--- src/rtl/sram_fifo_ctrl.sv ---
// FIFO controller driving a single-port RAM: push/pop valid/ready streams, one RAM access per cycle,
// 2-entry output buffer hiding read latency. Optional high-water-mark port under `SRAM_FIFO_HWM_EN.
module sram_fifo_ctrl #(
  parameter int DATA_WIDTH = 8,
  parameter int DEPTH      = 256,
  parameter int ADDR_WIDTH = $clog2(DEPTH),
  parameter int CNT_WIDTH  = $clog2(DEPTH + 2) + 1
) (
  input  logic                  clk,
  input  logic                  rst_n,
  input  logic                  clear,
  input  logic                  push_valid,
  output logic                  push_ready,
  input  logic [DATA_WIDTH-1:0] push_data,
  output logic                  pop_valid,
  input  logic                  pop_ready,
  output logic [DATA_WIDTH-1:0] pop_data,
  output logic [CNT_WIDTH-1:0]  count,
  output logic [ADDR_WIDTH-1:0] ram_addr_r,
  output logic [ADDR_WIDTH-1:0] ram_addr_w,
  output logic                  ram_read_en,
  output logic                  ram_write_en,
  output logic [DATA_WIDTH-1:0] ram_data_in,
  input  logic [DATA_WIDTH-1:0] ram_data_out
`ifdef SRAM_FIFO_HWM_EN
  ,
  output logic [CNT_WIDTH-1:0]  hwm
`endif
);

  localparam int RW = ADDR_WIDTH + 1;
  localparam logic [RW-1:0]         RAM_FULL  = RW'(DEPTH);
  localparam logic [RW-1:0]         RAM_EMPTY = RW'(0);
  localparam logic [RW-1:0]         RAM_ONE   = RW'(1);
  localparam logic [ADDR_WIDTH-1:0] PTR_ONE   = ADDR_WIDTH'(1);

  logic [ADDR_WIDTH-1:0] wr_ptr_r;
  logic [ADDR_WIDTH-1:0] rd_ptr_r;
  logic [RW-1:0]         ram_cnt_r;
  logic                  inflight_r;
  logic                  last_gnt_r;
  logic [DATA_WIDTH-1:0] ob_mem_r [2];
  logic                  ob_rd_r;
  logic                  ob_wr_r;
  logic [1:0]            ob_cnt_r;

  logic rd_elig_s;
  logic rd_gnt_s;
  logic pop_s;

  // Single-port arbitration: reads win unless a write is waiting and the last grant was a read.
  always_comb begin
    rd_elig_s    = (ram_cnt_r != RAM_EMPTY) &&
                   (({1'b0, ob_cnt_r} + {2'b00, inflight_r}) < 3'd2);
    rd_gnt_s     = rd_elig_s && (!push_valid || (ram_cnt_r == RAM_FULL) || !last_gnt_r);
    push_ready   = (ram_cnt_r != RAM_FULL) && !rd_gnt_s && !clear;
    ram_write_en = push_valid && push_ready;
    ram_read_en  = rd_gnt_s && !clear;
    pop_valid    = (ob_cnt_r != 2'd0);
    pop_s        = pop_valid && pop_ready;
    pop_data     = ob_mem_r[ob_rd_r];
  end

  assign ram_addr_r  = rd_ptr_r;
  assign ram_addr_w  = wr_ptr_r;
  assign ram_data_in = push_data;
  assign count       = CNT_WIDTH'(ram_cnt_r) + CNT_WIDTH'(inflight_r) + CNT_WIDTH'(ob_cnt_r);

  // Pointers, RAM occupancy, in-flight read tracking and output-buffer bookkeeping.
  always_ff @(posedge clk or negedge rst_n) begin
    if (!rst_n) begin
      wr_ptr_r   <= '0;
      rd_ptr_r   <= '0;
      ram_cnt_r  <= '0;
      inflight_r <= 1'b0;
      last_gnt_r <= 1'b0;
      ob_rd_r    <= 1'b0;
      ob_wr_r    <= 1'b0;
      ob_cnt_r   <= 2'd0;
    end else if (clear) begin
      wr_ptr_r   <= '0;
      rd_ptr_r   <= '0;
      ram_cnt_r  <= '0;
      inflight_r <= 1'b0;
      last_gnt_r <= 1'b0;
      ob_rd_r    <= 1'b0;
      ob_wr_r    <= 1'b0;
      ob_cnt_r   <= 2'd0;
    end else begin
      inflight_r <= ram_read_en;
      if (ram_write_en) begin
        wr_ptr_r   <= wr_ptr_r + PTR_ONE;
        ram_cnt_r  <= ram_cnt_r + RAM_ONE;
        last_gnt_r <= 1'b0;
      end else if (ram_read_en) begin
        rd_ptr_r   <= rd_ptr_r + PTR_ONE;
        ram_cnt_r  <= ram_cnt_r - RAM_ONE;
        last_gnt_r <= 1'b1;
      end else begin
        last_gnt_r <= last_gnt_r;
      end
      if (inflight_r) begin
        ob_wr_r <= ~ob_wr_r;
      end else begin
        ob_wr_r <= ob_wr_r;
      end
      if (pop_s) begin
        ob_rd_r <= ~ob_rd_r;
      end else begin
        ob_rd_r <= ob_rd_r;
      end
      case ({inflight_r, pop_s})
        2'b10:   ob_cnt_r <= ob_cnt_r + 2'd1;
        2'b01:   ob_cnt_r <= ob_cnt_r - 2'd1;
        default: ob_cnt_r <= ob_cnt_r;
      endcase
    end
  end

  // Output-buffer storage; a read landing during clear is dropped.
  always_ff @(posedge clk or negedge rst_n) begin
    if (!rst_n) begin
      ob_mem_r[0] <= '0;
      ob_mem_r[1] <= '0;
    end else if (inflight_r && !clear) begin
      ob_mem_r[ob_wr_r] <= ram_data_out;
    end else begin
      ob_mem_r[0] <= ob_mem_r[0];
      ob_mem_r[1] <= ob_mem_r[1];
    end
  end

`ifdef SRAM_FIFO_HWM_EN
  logic [CNT_WIDTH-1:0] hwm_r;

  // Peak occupancy since the last reset or clear.
  always_ff @(posedge clk or negedge rst_n) begin
    if (!rst_n) begin
      hwm_r <= '0;
    end else if (clear) begin
      hwm_r <= '0;
    end else if (count > hwm_r) begin
      hwm_r <= count;
    end else begin
      hwm_r <= hwm_r;
    end
  end

  assign hwm = hwm_r;
`endif

endmodule
--- config.mk ---
export PLATFORM = sky130hd
export DESIGN_NAME = sram_fifo_ctrl
export DESIGN_NICKNAME = d
export VERILOG_FILES = /design/src/rtl/sram_fifo_ctrl.sv
export SDC_FILE = /design/constraint.sdc
export NUM_CORES = 1
export LEC_CHECK = 0
export ABC_AREA = 1
export CELL_PAD_IN_SITES_DETAIL_PLACEMENT = 1
export CELL_PAD_IN_SITES_GLOBAL_PLACEMENT = 1
export CORE_AREA = 5 5 96 98
export DETAILED_ROUTE_END_ITERATION = 6
export DIE_AREA = 0 0 101 103
export PLACE_DENSITY = 0.87
export SLEW_MARGIN = 20
export SYNTH_ARGS = -nofsm -noshare
export SYNTH_HDL_FRONTEND = slang
export SYNTH_SLANG_ARGS = --single-unit
--- constraint.sdc ---
create_clock -name clk -period 5 [get_ports clk]
set_clock_uncertainty 0.1 [all_clocks]
set_input_delay 1 -clock clk [delete_from_list [all_inputs] [get_ports clk]]
set_output_delay 1 -clock clk [all_outputs]
set_load 0.1 [all_outputs]
==> results.txt <==
- Run status: completed
- The total overflow left after global routing is 0.
- Counting flops and latches in the post-synthesis netlist gives 47.
- The worst path in the final design needs a cycle of 4.01 ns, including I/O delays and setup.
* Unrepaired setup endpoints after global routing: no
- Detailed Route WL: 6950 microns
- Relative to the synthesized area, the layout overhead comes to 22.5%.
- The biggest area contributor in the post-synthesis netlist is sky130_fd_sc_hd__dfrtp_1.
- The most critical setup path has its startpoint at ram_cnt_r[0]$_DFFE_PN0P_.
- GPL Wtd Cong: 0.840
- TNS Setup: 0 ns
- At the pin with the least slew margin, the transition time is 0.997 ns.
- Post-placement worst setup slack: 1.09 ns
* DRT iter0 DRCs: 64
- I/O pin count: 67
- The die covers 0.0104 sq mm.
* Most frequent cells in the layout: sky130_fd_sc_hd__nand2_1 (84), sky130_fd_sc_hd__inv_1 (51), sky130_fd_sc_hd__dfrtp_1 (47)
- Pin count of the biggest net entering global routing: 48
- The number of antenna violations at the first check in global routing came to 0.
- Count of buffers added by post-CTS timing repair for setup: 0
- Number of vias after detailed routing: 2428
- In the routed layout, each cell is associated on average with a via count of 4.84.
- Cell at the root of the clock tree: sky130_fd_sc_hd__clkbuf_8
- After clock tree synthesis, the flow added hold-fix buffers numbering 0.
- Number of hold violations in the final report: 0
- Starting utilization of the core area: 33.4%
- Drt wl/cell: 13.8 microns
- Number of global-route vias before repair: 2608
* Cell variety after synth: 28
- In this run the core area contains 34 standard-cell rows.
- Chain of cells forming the critical path: inv_1, fa_1, inv_1, a21oi_1, nor2_1, xor2_1, clkdlybuf4s50_1
- Type of element launching the critical path: flip-flop
- Remaining routing DRC violations: 0
- Number of cells upsized or downsized after cts: 0
- In this run the critical register-to-register path is launched from ram_cnt_r[6]$_DFFE_PN0P_.
- The largest individual stage delay along the critical path comes from the cell sky130_fd_sc_hd__clkdlybuf4s50_1.
- Fillers: 1030
- The number of clock buffers added by TritonCTS is 5.
* Proportion of register bits with asynchronous set or reset after synthesis: 100%
- Ant. Diodes: 0
- Highest fanout seen on the critical path: 5
- For the worst setup path, the data required time is 3.90 ns.
- The post-route netlist has 6.85% of its cells at a drive strength greater than 1.
* Final period util: 80.2%
- After clock tree synthesis, the clock-pin slew on the worst setup and hold paths is 0.10 ns.
- In this run the worst hold path is classified as reg -> reg.
* Total Routing Usage GR: 14.2%
- The most used flip-flop cell after synthesis is sky130_fd_sc_hd__dfrtp_1.
- Remaining max-slew budget at the tightest pin: 33.3%
- The number of nets in the synthesized netlist is 383.
- Worst Path Arrival: 2.91 ns
- No sink is reached through more buffers than the 2 on the longest clock path.
- Final setup violation count: 0
* Fin worst setup slack: 0.988 ns
* Post-route ant nets: 0
- First-pass iteration count of the detailed router: 4
- In this design, the stage delay of the slowest critical-path cell is 1.14 ns.
- Across all register-to-register paths, the minimum setup slack is 1.96 ns.
* Capture point of the worst path: count[3]
* CTS tree: built
* Die height: 103 microns
- Clock tree synthesis found a total of 47 sinks.
- Clk Latency, worst-skew pair: 0.30 ns
* Highest clock frequency the design can meet: 0.249 GHz
- The library cell used most frequently in the layout, excluding fill and tap cells, is sky130_fd_sc_hd__nand2_1.
- The top cell type by area accounts for 42.0% of the synthesized area.
- Synthesis produced 349 cells.
- Number of cells traversed by the worst register-to-register path: 15
- Across the run, the number of max-cap violations was 0.
- Largest cells by area after synthesis: sky130_fd_sc_hd__dfrtp_1 (42%), sky130_fd_sc_hd__nand2_1 (11%), sky130_fd_sc_hd__inv_1 (6.8%)
- For this run, the number of Yosys warnings is 0.
- The H-tree was split into 2 levels.
- Max-slew violation count: 0
- The region available for standard cell placement spans 0.00838 sq mm.
* Detail Placement HPWL: 5410 microns
- Mean instance size in the synthesized netlist: 8.02 sq um
* Part of the Yosys area used for sequential elements: 42.0%
- Cell area after synthesis: 0.00280 sq mm
* Number of synthesized flops with an enable pin: 0
- STA classifies the critical path endpoint as an output port.
- Reg-to-Reg End: ram_cnt_r[8]$_DFFE_PN0P_
- Die W: 101 microns
* Critical path class: reg -> out
- Final Net Count: 427
- The first global-routing pass estimated 12000 microns of wire.
- The most numerous cell type found on the critical path is sky130_fd_sc_hd__inv_1.
* IO Port Bufs: 50
## worst min-delay path by stage
stage	startpoint	to	depth (start not counted)	slack [ns]
2_1_floorplan	last_gnt_r$_DFFE_PN0P_	last_gnt_r$_DFFE_PN0P_	2	0.34
3_3_place_gp	ob_mem_r[9]$_DFFE_PN0P_	ob_mem_r[9]$_DFFE_PN0P_	2	0.37
3_5_place_dp	ob_mem_r[13]$_DFFE_PN0P_	ob_mem_r[13]$_DFFE_PN0P_	2	0.37
4_1_cts	ob_mem_r[1]$_DFFE_PN0P_	ob_mem_r[1]$_DFFE_PN0P_	2	0.40
5_1_grt	last_gnt_r$_DFFE_PN0P_	last_gnt_r$_DFFE_PN0P_	2	0.42
6_report	ob_mem_r[13]$_DFFE_PN0P_	ob_mem_r[13]$_DFFE_PN0P_	2	0.39
## per-stage QoR
step | area [sq um] | instances | hold slack, ns | utilization, %
3_3_place_gp | 3330 | 494 | 0.366 | 39.8
4_1_cts | 3430 | 502 | 0.398 | 40.9
2_1_floorplan | 2800 | 349 | 0.342 | -
6_report | 3430 | 502 | 0.394 | 40.9
3_5_place_dp | 3330 | 494 | 0.374 | 39.8
5_1_grt | 3430 | 502 | 0.417 | 40.9
## final cells by class
type / instances / area, sq um / area share [%]
multi-input combinational: 236 / 1330 / 38.9
sequential: 47 / 1180 / 34.3
timing repair buffer: 51 / 495 / 14.4
inverter: 52 / 195 / 5.69
tap: 108 / 135 / 3.94
clock buffer: 5 / 68.8 / 2.01
clock inverter: 3 / 25.0 / 0.730
## kinds of logic after synthesis
group | after synthesis | share of synthesized area, %
flip-flops | 47 | 42.0
buffers and inverters | 66 | 10.4
XOR/XNOR | 19 | 5.94
AND/OR/NAND/NOR | 141 | 22.3
adder cells (fa/ha/maj) | 13 | 6.61
AO/OA/AOI/OAI | 63 | 12.7
## synth_stat cells, types with 4 or more instances
library cell              number
sky130_fd_sc_hd__nand2_1      84
sky130_fd_sc_hd__inv_1        51
sky130_fd_sc_hd__dfrtp_1      47
sky130_fd_sc_hd__o21ai_0      29
sky130_fd_sc_hd__nand3_1      24
sky130_fd_sc_hd__xor2_1       17
sky130_fd_sc_hd__a21oi_1      14
sky130_fd_sc_hd__nor2_1       13
sky130_fd_sc_hd__ha_1         10
sky130_fd_sc_hd__buf_4         9
sky130_fd_sc_hd__nor3_1        8
sky130_fd_sc_hd__o22ai_1       8
sky130_fd_sc_hd__nand4_1       7
sky130_fd_sc_hd__o21ai_1       4
sky130_fd_sc_hd__o31ai_1       4
## critical path, delay by kind of cell, from the launching register on
kind | cells | cell delay (ns)
DFF | 1 | 0.44
AOI/OAI and AO/OA | 1 | 0.06
adders and majority gates | 1 | 0.44
buffers and inverters | 3 | 1.36
xor gates and xnor gates | 1 | 0.16
and+or+nand+nor | 1 | 0.15
## registers in the layout (all words and copies together), names as in the netlist
register,count
ob_mem_r,16
ram_cnt_r,9
ram_addr_r,8
ram_addr_w,8
ob_cnt_r,2
inflight_r,1
last_gnt_r,1
ob_rd_r,1
ob_wr_r,1
## layer usage
layer / wire, microns / GRT usage [%] / vias to the layer above
li1: - / - / 1213
met1: 3020 / 16.7 / 1173
met2: 3580 / 26.3 / 37
met3: 304 / 3.32 / 5
met4: 44 / 2.66 / 0
met5: 0 / 0 / -
Power is left out: the tool's default activity adds up to more than one toggle a clock period on the data nets, which glitch-free logic cannot reach.
